[config.mk]
export PLATFORM = sky130hd
export DESIGN_NAME = _penc32_flat
export DESIGN_NICKNAME = d
export VERILOG_FILES = /design/src/rtl/_penc32_if.sv /design/src/rtl/_penc32.sv /design/src/flat_wrapper.sv
export SDC_FILE = /design/constraint.sdc
export NUM_CORES = 1
export LEC_CHECK = 0
export CORE_MARGIN = 2
export CORE_UTILIZATION = 40
export DETAILED_ROUTE_END_ITERATION = 10
export GPL_TIMING_DRIVEN = 0
export PLACE_DENSITY = 0.8
export SLEW_MARGIN = 0
export SYNTH_ARGS = -nofsm -noshare
export SYNTH_HDL_FRONTEND = slang
export SYNTH_SLANG_ARGS = --single-unit
[constraint.sdc]
create_clock -name clk -period 1.9 [get_ports clk]
set_input_delay 0.19 -clock clk [delete_from_list [all_inputs] [get_ports clk]]
set_output_delay 0.19 -clock clk [all_outputs]
set_load 0.02 [all_outputs]
[src/rtl/_penc32_if.sv]
// Request/grant bundle for the 32-to-5 priority encoder.
// The master is the request/consumer side; the slave is the encoder itself.
interface _penc32_if;
   logic [31:0] req;
   logic [31:0] mask;
   logic        flush;
   logic        ack;
   logic        valid;
   logic [4:0]  idx;
   logic [31:0] pend;

   modport master (
      output req, mask, flush, ack,
      input  valid, idx, pend
   );

   modport slave (
      input  req, mask, flush, ack,
      output valid, idx, pend
   );
endinterface

[src/rtl/_penc32.sv]
// Registered 32-to-5 priority encoder.
// Requests collect in a pending latch; the winner is presented with a valid/ack handshake.
module _penc32 #(
   parameter bit HI_FIRST = 1'b1
) (
   input  logic     clk,
   input  logic     rst_n,
   _penc32_if.slave bus
);

   logic [31:0] pending;
   logic [31:0] pending_next;
   logic [31:0] clr;
   logic [31:0] cand;
   logic [4:0]  winner;
   logic        valid_q;
   logic [4:0]  idx_q;
   logic        load;

   // Set wins over clear, so a request in the ack cycle re-pends the granted bit.
   always_comb begin
      clr = '0;
      if (valid_q && bus.ack) begin
         clr = 32'd1 << idx_q;
      end
      pending_next = bus.flush ? '0 : ((pending & ~clr) | bus.req);
      cand         = pending_next & bus.mask;
   end

   always_comb begin
      winner = '0;
      if (HI_FIRST) begin
         for (int i = 0; i < 32; i++) begin
            if (cand[i]) winner = 5'(i);
         end
      end else begin
         for (int i = 31; i >= 0; i--) begin
            if (cand[i]) winner = 5'(i);
         end
      end
   end

   assign load = !valid_q || bus.ack;

   always_ff @(posedge clk or negedge rst_n) begin
      if (!rst_n) begin
         pending <= '0;
         valid_q <= 1'b0;
         idx_q   <= '0;
      end else begin
         pending <= pending_next;
         if (bus.flush) begin
            valid_q <= 1'b0;
            idx_q   <= '0;
         end else if (load) begin
            valid_q <= |cand;
            idx_q   <= (|cand) ? winner : 5'd0;
         end
      end
   end

   assign bus.valid = valid_q;
   assign bus.idx   = idx_q;
   assign bus.pend  = pending;

endmodule

[src/flat_wrapper.sv]
// flat-port wrapper written by rule: the top's interface ports become plain ports
module _penc32_flat 
#(
   parameter bit HI_FIRST = 1'b1
)
  (clk, rst_n, bus_req, bus_mask, bus_flush, bus_ack, bus_valid, bus_idx, bus_pend);
  _penc32_if bus_i ();
  input  logic clk;
  input  logic rst_n;
  input wire logic [$bits(bus_i.req)-1:0] bus_req;
  input wire logic [$bits(bus_i.mask)-1:0] bus_mask;
  input wire logic [$bits(bus_i.flush)-1:0] bus_flush;
  input wire logic [$bits(bus_i.ack)-1:0] bus_ack;
  output wire logic [$bits(bus_i.valid)-1:0] bus_valid;
  output wire logic [$bits(bus_i.idx)-1:0] bus_idx;
  output wire logic [$bits(bus_i.pend)-1:0] bus_pend;
  assign bus_i.req = bus_req;
  assign bus_i.mask = bus_mask;
  assign bus_i.flush = bus_flush;
  assign bus_i.ack = bus_ack;
  assign bus_valid = bus_i.valid;
  assign bus_idx = bus_i.idx;
  assign bus_pend = bus_i.pend;
  _penc32 #(.HI_FIRST(HI_FIRST)) u_core (.clk(clk), .rst_n(rst_n), .bus(bus_i));
endmodule
; ---- After elaboration in Yosys (flattened, before gate mapping)
; Index checks and enable logic that the tools add are counted.
[classes]
shifts = 1
bitwise = 4
reduce_logical = 5
n_mux = 38
[op_table]
columns = cell, count
row1 = $mux W5, 19
row2 = $and A32 B32 Y32, 2
row3 = $mux W32, 2
row4 = $mux W4, 8
row5 = $not A32 Y32, 1
row6 = $or A32 B32 Y32, 1
row7 = $reduce_or A32 Y1, 1
row8 = $shl A1 B5 Y32 const A, 1
row9 = $mux W3, 4
row10 = $mux W2, 2
row11 = $mux W1, 3
row12 = $reduce_bool A2 Y1, 1
row13 = $logic_and A1 B1 Y1, 1
row14 = $logic_not A1 Y1, 1
row15 = $logic_or A1 B1 Y1, 1
[totals]
output_inout_bits = 38
register_bits = 38
inputBits = 68
elab_cells = 51

; ---- Longest topological paths before layout
[depth]
ltp_word = 41
ltp_mapped = 10
mapped_depth_nobuf = 7

; ---- Worst setup path before layout
; OpenSTA, ideal clock, no wires.
[synth_path]
kind = flip-flop to flip-flop
startpoint = reg u_core.idx_q[1] (netlist: u_core.bus.idx[1])
endpoint = reg u_core.idx_q[0] (netlist: u_core.bus.idx[0])
period_less_slack_ns = 2.149
required_time_ns = 1.773
n_path_buf = 1
arrival_ns = 2.022
slack_ns = -0.249
stages_incl_launch_ff = 9
setup_ns = 0.127
path_cell_list = dfrtp_1 buf_4 or4_1 nor2_1 o41ai_1 nor4_4 nand4_2 o211ai_1 o21ai_1
[synth_between]
elab_chain_cells = 41
word_cells_on_any_way = 42
classes_between = shift: 1 / mux: 36 / bitwise: 4 / reduce/logical: 1
[synth_lines]
columns = item, line_no
row1 = from (decl), _penc32.sv:17  ; logic [4:0] idx_q;
row2 = from (signal assigned), _penc32.sv:57  ; idx_q <= (|cand) ? winner : 5'd0;
row3 = $shl A1 B5 Y32 *, _penc32.sv:24  ; clr = 32'd1 << idx_q;
row4 = $mux W32 *, _penc32.sv:23  ; if (valid_q && bus.ack) begin
row5 = $not A32 Y32 *, _penc32.sv:26  ; pending_next = bus.flush ? '0 : ((pending & ~clr) | bus.req);
row6 = $and A32 B32 Y32 *, _penc32.sv:26
row7 = $or A32 B32 Y32 *, _penc32.sv:26
row8 = $mux W32 *, _penc32.sv:26
row9 = $and A32 B32 Y32 *, _penc32.sv:27  ; cand = pending_next & bus.mask;
row10 = $mux W1, _penc32.sv:34  ; if (cand[i]) winner = 5'(i);
row11 = $mux W2 (2 in series), _penc32.sv:34
row12 = $mux W3 (4 in series), _penc32.sv:34
row13 = $mux W4 (8 in series), _penc32.sv:34
row14 = $mux W5 (16 in series), _penc32.sv:34
row15 = $mux W5 *, _penc32.sv:57
row16 = $mux W5 *, _penc32.sv:55  ; end else if (load) begin
row17 = $mux W5 *, _penc32.sv:52  ; if (bus.flush) begin
; Every way passes the cells marked *; elsewhere a longest branch is shown, timed or not. The select of a mux whose other input is x is not followed.
; A chain may end at the register's enable or synchronous reset.

; ---- Final worst setup path
[layout_path]
startpoint = reg u_core.valid_q (netlist: u_core.bus.valid)
endpoint = reg u_core.idx_q[0] (netlist: u_core.bus.idx[0])
[layout_between]
elab_chain_cells = 41
word_cells_on_any_way = 45
classes_between = mux: 36 / bitwise: 4 / reduce/logical: 5
[layout_lines]
columns = item, line_no
row1 = from (decl), _penc32.sv:16  ; logic valid_q;
row2 = from (signal assigned), _penc32.sv:56  ; valid_q <= |cand;
row3 = $logic_and A1 B1 Y1, _penc32.sv:23
row4 = $mux W32, _penc32.sv:23
row5 = $not A32 Y32, _penc32.sv:26
row6 = $and A32 B32 Y32, _penc32.sv:26
row7 = $or A32 B32 Y32, _penc32.sv:26
row8 = $mux W32, _penc32.sv:26
row9 = $and A32 B32 Y32, _penc32.sv:27
row10 = $mux W1, _penc32.sv:34
row11 = $mux W2 (2 in series), _penc32.sv:34
row12 = $mux W3 (4 in series), _penc32.sv:34
row13 = $mux W4 (8 in series), _penc32.sv:34
row14 = $mux W5 (16 in series), _penc32.sv:34
row15 = $mux W5, _penc32.sv:57
row16 = $mux W5, _penc32.sv:55
row17 = $mux W5, _penc32.sv:52
; Parallel ways exist; a longest one is shown, timed or not. The select of a mux whose other input is x is not followed.

==> results.md <==
- Setup TNS Final: -2.03 ns
- Clk root buf: clkbuf_8
- Initial DRC count: 280
- CTS tree: yes
- Met3 Use GR: 0.0476
- Clock-pin slew on the worst setup and hold paths: approximately 0.080 ns
- Synth Instances: 282
- Tcrit/Tclk final: 1.24
- Mean Syn Cell Area: ~9.6 µm²
- I/O Buffers: about 100
- Mapped Nets: between 300 and 400
- GR Util met2: 0.420
- # IOs: 106
- Largest net degree at the start of global routing: 39
- Power per cell area: 644 nW/µm²
- Leakage power: between 1.5 and 2 nW
- Core area: roughly 6700 µm²
- Ranking of synthesized cells by area: dfrtp_1 (35%), a211oi_1 (7.2%), nor2_1 (5.1%)
- Final Slew Violations: 0
- Crit-path max FO: 8
- Clock sinks: 38
- Gpl congestion: 0.897
- Top-count cell post-synth: dfrtp_1
- Final hold vios: 0
- Initial Util: 0.406
- Synth Cell Area: approximately 2700 µm²
- Slew @ Worst Pin: a little over 0.9 ns
- Die Width: roughly 86 µm
- Routed WL: 10.1 mm
- Yosys top cell area share: 0.351
- Slowest CP cell: dfrtp_2
- DP HPWL: 6.90 mm
- Layout Nets: ~480
- Grt met1 use: 0.339
- Row Count: 30
- Clk_lat worst skew: approximately 0.3 ns
- Slew HR: 0.387
- Violated checks: setup timing
- Num CTS Buffers: 5
- WL/cell: about 20 µm
- Antenna fix cells: 0
- First-pass GRT wire length: ~15 mm
- Post-synthesis async set-or-reset flop share: 1.00
- Max VDD drop: around 0.00033 V
- Maximum root-to-sink buffer count: 2
- Crit path cell chain: and4b_2, a2111o_1, a22o_1, a221o_1, a21oi_1, a211oi_2, o21ai_1
- Layer with the highest usage: met2
- Post-route DRC: 0
- Antenna-violating nets left: 0
- Total grt overflow: 0
- Die footprint: around 7500 µm²
- Worst path arrival time: between 2 and 3 ns
- Area delta synth->final: 64.2%
- Final Skew: just under 0.005 ns
- Post-synthesis sequential area ratio: 0.351
- Fin Hold WS: roughly 0.014 ns
- Max-cap viol count: 0
- Largest area contributor in the netlist: dfrtp_1
- Hold Crit Class: in2async
- GRT Total Usage: 0.255
- Vias per inst: between 6 and 7
- Endpoints failing setup: 6
- Number of global-route vias before repair: ~3000
- Worst Setup Start Kind: register
- CP required: roughly 2.1 ns
- Yosys Warn Count: 0
- H-tree depth: 2
- Critical path type: reg2reg
- RSZ-0062 raised after global routing: true
- Ys flop type: dfrtp_1
- Worst Slack Setup Final: -0.453 ns
- Post-synth cell types: 60
- Routed via count: about 3100
- CP peak stage delay: between 0.4 and 0.5 ns
- Initial antenna violation count: 0
- Fmax: 425 MHz
- Pre-CTS WS: -0.805 ns
- Status: finished with violations
- Crit path capture type: register
- Fin crit period: roughly 2.4 ns
- Fillers: 529
- Most instantiated cells after synthesis: dfrtp_1 (38), nor2_1 (37), a211oi_1 (26), inv_1 (23), a2111o_1 (12)
- Share of cells above drive strength 1: 0.243
- Chip height: approximately 86 µm
- Synth Register Bits: 38
- DRT Pass-1 Iters: 5
- Post-synth EDFFs: 0
- Fin util: 0.666
==> path summary, 6_finish.rpt <==
path	start	end	slack [ns]	cells after the start
worst max-delay path	u_core.bus.valid	u_core.bus.idx[0]	-0.45	7
worst min-delay path	rst_n	u_core.bus.pend[2]	0.01	1
worst max register to register	u_core.bus.valid	u_core.bus.idx[0]	-0.45	7
worst min register to register	u_core.bus.pend[18]	u_core.bus.pend[18]	0.60	2
max in group asynchronous	rst_n	u_core.bus.idx[2]	1.25	1
min in group clk	bus_flush	u_core.bus.pend[18]	0.38	3
==> registers in the layout, indices dropped and copies added, names as in the netlist <==
| signal | cells |
|---|---|
| u_core.bus.pend | 32 |
| u_core.bus.idx | 5 |
| u_core.bus.valid | 1 |
==> per-layer routing <==
layer	wire [µm]	vias to the layer above
li1	-	1371
met2	4910	180
met4	270	0
met3	805	31
met5	0	-
met1	4130	1499
==> where the power goes <==
part / total (mW) / internal, mW / switching (mW) / leakage, nW
clock: 0.580 / 0.262 / 0.318 / 0.0395
combinational: 1.34 / 0.645 / 0.694 / 1.30
sequential: 0.946 / 0.879 / 0.0675 / 0.457
==> layout make-up <==
cell class                 instances  area, µm²  share of cell area
multi-input combinational        201       1880               0.423
timing repair buffer             122       1170               0.262
sequential                        38        958               0.215
buffer                            20        178              0.0399
tap                               80        100              0.0225
inverter                          23       86.3              0.0194
clock buffer                       8       80.1              0.0180
==> layout by cell type, fill, tap and decap left out, types with 4 or more instances in the layout <==
master	netlist	layout
clkdlybuf4s50_1	0	102
nor2_1	37	36
dfrtp_1	38	32
inv_1	23	23
buf_4	3	20
a211oi_1	26	19
a2111o_1	12	12
a21oi_1	9	9
nand2_1	10	9
a211oi_2	1	7
o211ai_1	7	7
clkbuf_1	5	6
nor4b_4	0	6
dfrtp_2	0	6
buf_6	3	5
clkbuf_8	0	5
nor4bb_1	7	4
buf_2	8	4
nor4b_2	6	4
nand4b_1	4	4
and4bb_1	4	4
a2111oi_4	0	4
==> metrics by stage <==
step / cells / power [mW] / instance area (µm²)
after floorplan: 282 / 1.59 / 2840
after global placement: 466 / 2.06 / 3980
after detailed placement: 466 / 2.08 / 3970
after CTS: 489 / 2.75 / 4320
after global routing: 492 / 2.95 / 4450
final: 492 / 2.86 / 4450
==> timing repair <==
action                                  CTS  global route
resized for setup                        30            20
pin swaps                                 7            12
buffers inserted                         15             3
hold buffers                              0             0
endpoints found under the setup margin    6            16
==> logic make-up (layout without fill, tap and decap cells) <==
| logic type | count (synthesis) | after routing | share of synthesized area |
|---|---|---|---|
| DFF | 38 | 38 | 0.351 |
| and+or+nand+nor | 106 | 106 | 0.275 |
| buffers and inverters | 43 | 173 | 0.0798 |
| AOI/OAI and AO/OA | 95 | 95 | 0.294 |
==> critical path, delay by kind of cell, from the launching register on <==
family           cells  cell delay (ns)
AO/OA/AOI/OAI        6             1.52
flip-flops           1             0.46
AND/OR/NAND/NOR      1             0.29
No activity file was read; power rests on OpenSTA's default activity.
